`config.mk`:
```
export PLATFORM = sky130hd
export DESIGN_NAME = noc_switch_allocator
export DESIGN_NICKNAME = d
export VERILOG_FILES = /design/src/rtl/noc_pkg.sv /design/src/rtl/noc_rr_arbiter.sv /design/src/rtl/noc_switch_allocator.sv
export SDC_FILE = /design/constraint.sdc
export NUM_CORES = 1
export LEC_CHECK = 0
export ABC_AREA = 1
export CAP_MARGIN = 0
export CORE_ASPECT_RATIO = 0.7
export CORE_MARGIN = 2
export CORE_UTILIZATION = 35
export CTS_CLUSTER_DIAMETER = 150
export DETAILED_ROUTE_END_ITERATION = 7
export DONT_BUFFER_PORTS = 1
export GPL_ROUTABILITY_DRIVEN = 0
export PLACE_DENSITY_LB_ADDON = 0.05
export SETUP_SLACK_MARGIN = 0.15
export SLEW_MARGIN = 5
export SYNTH_ARGS = -nofsm -noshare
export SYNTH_HDL_FRONTEND = slang
export SYNTH_SLANG_ARGS = --single-unit
```
`constraint.sdc`:
```
create_clock -name clk -period 5.1 [get_ports clk]
set_input_delay 0.51 -clock clk [delete_from_list [all_inputs] [get_ports clk]]
set_output_delay 0.51 -clock clk [all_outputs]
set_load 0.05 [all_outputs]
```
`src/rtl/noc_pkg.sv`:
```
// Shared NoC router definitions: port indices, unlocked-select code, allocator state.
package noc_pkg;

  localparam int unsigned PORT_L  = 0;
  localparam int unsigned PORT_N  = 1;
  localparam int unsigned PORT_E  = 2;
  localparam int unsigned PORT_S  = 3;
  localparam int unsigned PORT_W  = 4;

  // Crossbar select value for an unlocked output (equals the default port count)
  localparam int unsigned IN_NONE = 5;

  typedef enum logic {
    IDLE   = 1'b0,
    LOCKED = 1'b1
  } alloc_state_t;

endpackage

```
`src/rtl/noc_rr_arbiter.sv`:
```
// Round-robin arbiter: first requester at or after ptr_i (wrapping) wins.
module noc_rr_arbiter #(
  parameter int unsigned N     = 5,
  parameter int unsigned IDX_W = 3
) (
  input  logic [N-1:0]     req_i,
  input  logic [IDX_W-1:0] ptr_i,
  output logic [N-1:0]     gnt_o,
  output logic [IDX_W-1:0] idx_o
);

  // Scan N positions starting at the pointer; keep only the first hit
  always_comb begin
    int unsigned j;
    logic        found;
    logic [IDX_W-1:0] jx;
    gnt_o = '0;
    idx_o = '0;
    found = 1'b0;
    for (int unsigned k = 0; k < N; k++) begin
      j  = (32'(ptr_i) + k) % N;
      jx = IDX_W'(j);
      if (!found && req_i[jx]) begin
        found     = 1'b1;
        gnt_o[jx] = 1'b1;
        idx_o     = jx;
      end
    end
  end

endmodule

```
`src/rtl/noc_switch_allocator.sv`:
```
// Wormhole switch allocator: per-output round-robin lock from head to tail flit,
// crossbar selects and FIFO pop grants gated by downstream fullness.
module noc_switch_allocator #(
  parameter int unsigned NUM_PORTS = 5,
  parameter int unsigned PORT_W    = 3
) (
  input  logic                        clk,
  input  logic                        rst,
  input  logic [NUM_PORTS-1:0]        req_valid,
  input  logic [NUM_PORTS*PORT_W-1:0] req_dest,
  input  logic [NUM_PORTS-1:0]        req_tail,
  input  logic [NUM_PORTS-1:0]        out_full,
  output logic [NUM_PORTS-1:0]        grant,
  output logic [NUM_PORTS-1:0]        out_valid,
  output logic [NUM_PORTS*PORT_W-1:0] out_sel,
  output logic                        err_bad_dest
);

  localparam logic [PORT_W-1:0] SEL_NONE = PORT_W'(NUM_PORTS);

  noc_pkg::alloc_state_t state_q [NUM_PORTS];
  noc_pkg::alloc_state_t state_d [NUM_PORTS];
  logic [PORT_W-1:0]     owner_q [NUM_PORTS];
  logic [PORT_W-1:0]     owner_d [NUM_PORTS];
  logic [PORT_W-1:0]     rr_q    [NUM_PORTS];
  logic [PORT_W-1:0]     rr_d    [NUM_PORTS];
  logic                  err_q;

  logic [PORT_W-1:0]     dest    [NUM_PORTS];
  logic [NUM_PORTS-1:0]  bad;
  logic [NUM_PORTS-1:0]  owned;
  logic [NUM_PORTS-1:0]  go;
  logic [NUM_PORTS-1:0]  cand    [NUM_PORTS];
  logic [NUM_PORTS-1:0]  arb_gnt [NUM_PORTS];
  logic [PORT_W-1:0]     arb_idx [NUM_PORTS];

  // Decode requests, ownership, arbitration candidates and per-output flit pass
  always_comb begin
    bad   = '0;
    owned = '0;
    go    = '0;
    grant = '0;
    for (int unsigned i = 0; i < NUM_PORTS; i++) begin
      dest[i] = req_dest[i*PORT_W +: PORT_W];
      bad[i]  = req_valid[i] && (dest[i] >= SEL_NONE);
    end
    for (int unsigned o = 0; o < NUM_PORTS; o++) begin
      if (state_q[o] == noc_pkg::LOCKED) owned[owner_q[o]] = 1'b1;
    end
    for (int unsigned o = 0; o < NUM_PORTS; o++) begin
      cand[o] = '0;
      for (int unsigned i = 0; i < NUM_PORTS; i++) begin
        cand[o][i] = (state_q[o] == noc_pkg::IDLE) && req_valid[i] &&
                     (dest[i] == PORT_W'(o)) && !owned[i];
      end
      go[o] = (state_q[o] == noc_pkg::LOCKED) && req_valid[owner_q[o]] &&
              !out_full[o] && (dest[owner_q[o]] == PORT_W'(o));
      if (go[o]) grant[owner_q[o]] = 1'b1;
    end
  end

  assign out_valid    = go;
  assign err_bad_dest = err_q;

  for (genvar g = 0; g < NUM_PORTS; g++) begin : g_out
    noc_rr_arbiter #(
      .N     (NUM_PORTS),
      .IDX_W (PORT_W)
    ) u_arb (
      .req_i (cand[g]),
      .ptr_i (rr_q[g]),
      .gnt_o (arb_gnt[g]),
      .idx_o (arb_idx[g])
    );
    // owner_q holds SEL_NONE whenever the output is unlocked, so it doubles as the select
    assign out_sel[g*PORT_W +: PORT_W] = owner_q[g];
  end

  // Per-output lock FSM next state: lock on arbitration win, release on granted tail
  always_comb begin
    for (int unsigned o = 0; o < NUM_PORTS; o++) begin
      state_d[o] = state_q[o];
      owner_d[o] = owner_q[o];
      rr_d[o]    = rr_q[o];
      case (state_q[o])
        noc_pkg::IDLE: begin
          if (|arb_gnt[o]) begin
            state_d[o] = noc_pkg::LOCKED;
            owner_d[o] = arb_idx[o];
          end
        end
        noc_pkg::LOCKED: begin
          if (go[o] && req_tail[owner_q[o]]) begin
            state_d[o] = noc_pkg::IDLE;
            owner_d[o] = SEL_NONE;
            rr_d[o]    = (owner_q[o] == PORT_W'(NUM_PORTS - 1)) ? '0 : owner_q[o] + 1'b1;
          end
        end
        default: begin
          state_d[o] = noc_pkg::IDLE;
          owner_d[o] = SEL_NONE;
        end
      endcase
    end
  end

  // State registers with asynchronous reset dropping every lock
  always_ff @(posedge clk or posedge rst) begin
    if (rst) begin
      for (int unsigned o = 0; o < NUM_PORTS; o++) begin
        state_q[o] <= noc_pkg::IDLE;
        owner_q[o] <= SEL_NONE;
        rr_q[o]    <= '0;
      end
      err_q <= 1'b0;
    end else begin
      for (int unsigned o = 0; o < NUM_PORTS; o++) begin
        state_q[o] <= state_d[o];
        owner_q[o] <= owner_d[o];
        rr_q[o]    <= rr_d[o];
      end
      err_q <= |bad;
    end
  end

endmodule
```
==> results.json <==
{
  "status": "finished clean",
  "crit_slowest_cell": "dfrtp_1",
  "synth_top_area_share_pct": 21.8,
  "r2r-end": "out_sel[4]",
  "root_buffer": "clkbuf_16",
  "cp_slowest_stage_delay_ps": 530,
  "post-route-period-util_pct": 84.6,
  "fillers": 3162,
  "drv_slew": 0,
  "grt-ovfl-total": 0,
  "yosysWarnings": 0,
  "crit_path_frequent_cell": "nand2_1",
  "clock_sinks": 36,
  "clk_pin_slew_ps": 60,
  "hpwl_mm": 28.4,
  "worst_setup_path_start_kind": "flop",
  "r2r-start": "rr_q[10]",
  "finalSetupViolCount": 0,
  "relSlewSlack_pct": 27.8,
  "cts-buffers-inserted": 5,
  "tns_ps": 0,
  "area_growth_pct": 6.43,
  "ctsHoldBuffers": 0,
  "htreeDepth": 2,
  "die_h_um": 146,
  "drive_above_1_share_pct": 6.58,
  "arrival_ps": 4500,
  "crit_family": "simple AND/OR/NAND/NOR gates",
  "num_rows": 51,
  "reg2reg_slack_ps": 780,
  "worstMarginPinSlew_ps": 1080,
  "use_met1_pct": 35.0,
  "synth-seq-cells": 36,
  "clkLatencyLatePin_ps": 300,
  "synthArstFlopShare_pct": 100,
  "hold_viol": 0,
  "final_cells": 2197,
  "wl_per_cell_um": 15.8,
  "viasPerCell": 5.24,
  "fin_nets": 1965,
  "synthesis.area_um2": 10000,
  "busiest_layer": "met1",
  "skew_ps": 5.72,
  "synth_cell_types": 53,
  "dr.pass1.iters": 7,
  "initial_core_util_pct": 35.9,
  "first_global_vias": 10489,
  "drcViolationCount": 0,
  "cp.required_ps": 5290,
  "end_kind": "flop",
  "fin_crit_ps": 4320,
  "port_buffers": 0,
  "synth_top_cell_by_area": "nand2_1",
  "regArea_um2": 913,
  "avgSynthCellArea_um2": 5.50,
  "use_met2_pct": 32.2,
  "max_freq_ghz": 0.232,
  "synth_cells": 1826,
  "reg2reg_depth": 25,
  "cts_tree": "yes",
  "finalHoldWorstSlack_ps": 219,
  "synth_edf_count": 0,
  "grt_max_degree": 37,
  "core_um2": 28000,
  "synth_fp_nets": 1967,
  "synth_ff_type": "dfrtp_1",
  "ctsResizeCount": 0,
  "drt_wl_total_mm": 34.6,
  "critical_path.startpoint": "rr_q[10]",
  "clockBufferDepth": 2,
  "post-cts-setup-buffers": 0,
  "die_x_um": 206,
  "path_class": "reg -> reg",
  "cp_max_fo": 8,
  "drtIter0Drc": 926,
  "synthTopCellsByArea": "nand2_1, ha_1, inv_1",
  "cap_violations": 0,
  "rsz0062_at_grt": "no",
  "grt_pass1_wl_mm": 56.1,
  "hold_path_class": "in -> async",
  "multi_input_area_um2": 7900,
  "grt_usage_pct": 23.1,
  "antenna_found_initial": 0,
  "ios": 58,
  "grt.met3_usage_pct": 7.03,
  "dp_cells": 2188,
  "dieArea_um2": 30100,
  "num_vias": 11522,
  "crit_buf_inv": 4,
  "ant_nets": 0,
  "seq_area_frac_synth_pct": 9.09
}
==> cell usage in the layout (no fill, tap or decap), drive strengths merged, types with 5 or more instances in the layout <==
cell,synthesis,routed
nand2,598,598
dfrtp,26,26
nand3b,6,6
inv,294,293
nor2,181,181
buf,9,16
o21ai,105,105
nor3,31,31
o221ai,7,7
o22ai,22,22
o211ai,12,12
clkinv,6,8
o31ai,5,5
nor4,9,9
a21oi,36,36
a31oi,7,7
a211oi,7,7
o21bai,7,7
ha,107,107
nand3,201,201
dfstp,10,10
or2,6,6
xnor2,6,6
clkbuf,16,5
xor2,26,26
nand4,63,63
==> cell type report <==
type	instances	share of cell area, %
diodes	1	0.0234
clock buffers	5	1.17
clock inverters	3	0.398
inverters	300	10.5
multi-input cells	1465	73.9
flip-flops and latches	36	8.54
well taps	371	4.34
repair buffers	16	1.12
==> registers in the layout, indices dropped and copies added (netlist names) <==
| register | count |
|---|---|
| out_sel | 15 |
| err_bad_dest | 1 |
| state_q | 5 |
| rr_q | 15 |
==> synth_stat cells (3+ instances only) <==
master,n
o221ai_1,7
buf_4,4
nand3_1,189
o21bai_1,7
nand4_1,63
dfrtp_1,26
inv_1,269
a221oi_1,4
o2111ai_1,3
clkbuf_1,16
dfstp_2,10
or2_2,4
nand3b_1,6
a22oi_1,3
nor4_1,9
o21ai_1,15
nor2_2,13
xnor2_1,4
nor3_1,29
nand2_1,584
o211ai_1,12
nand3_2,11
buf_2,5
a31oi_1,7
inv_2,25
nor2_1,157
nand2_2,14
o31ai_1,5
a211oi_1,7
clkinv_1,6
o21ai_0,89
nor2_4,11
a21oi_1,36
ha_1,107
o22ai_1,22
xor2_1,26
==> how the worst max path moves through the flow <==
stage	to	slack, ps	depth (start not counted)
floorplan	out_sel[8]	1220	27
global placement	out_sel[12]	920	27
detailed placement	out_sel[4]	830	25
CTS	out_sel[4]	820	25
global route	out_sel[6]	260	28
finish	out_sel[4]	780	25
==> metal layers <==
metal | up-vias | part of all wire, %
met5 | - | 0.13
met4 | 2 | 0.78
met3 | 38 | 9.3
met2 | 389 | 39
met1 | 5133 | 51
li1 | 5960 | -
==> cells by family after synthesis <==
logic type	synth area share, %
DFF	9.09
buffers and inverters	12.4
and+or+nand+nor	48.6
xor gates and xnor gates	3.05
AOI/OAI and AO/OA	13.1
adders and majority gates	13.7
==> metrics by stage <==
stage / setup WS, ps / cell area, µm² / utilization (%)
final: 784 / 10700 / 38.2
after global placement: 924 / 10500 / 37.6
after detailed placement: 834 / 10500 / 37.6
after CTS: 816 / 10700 / 38.2
after floorplan: 1220 / 10000 / -
after global routing: 265 / 10700 / 38.2
Power is left out: the tool's default activity adds up to more than one toggle a clock period on the data nets, which glitch-free logic cannot reach.
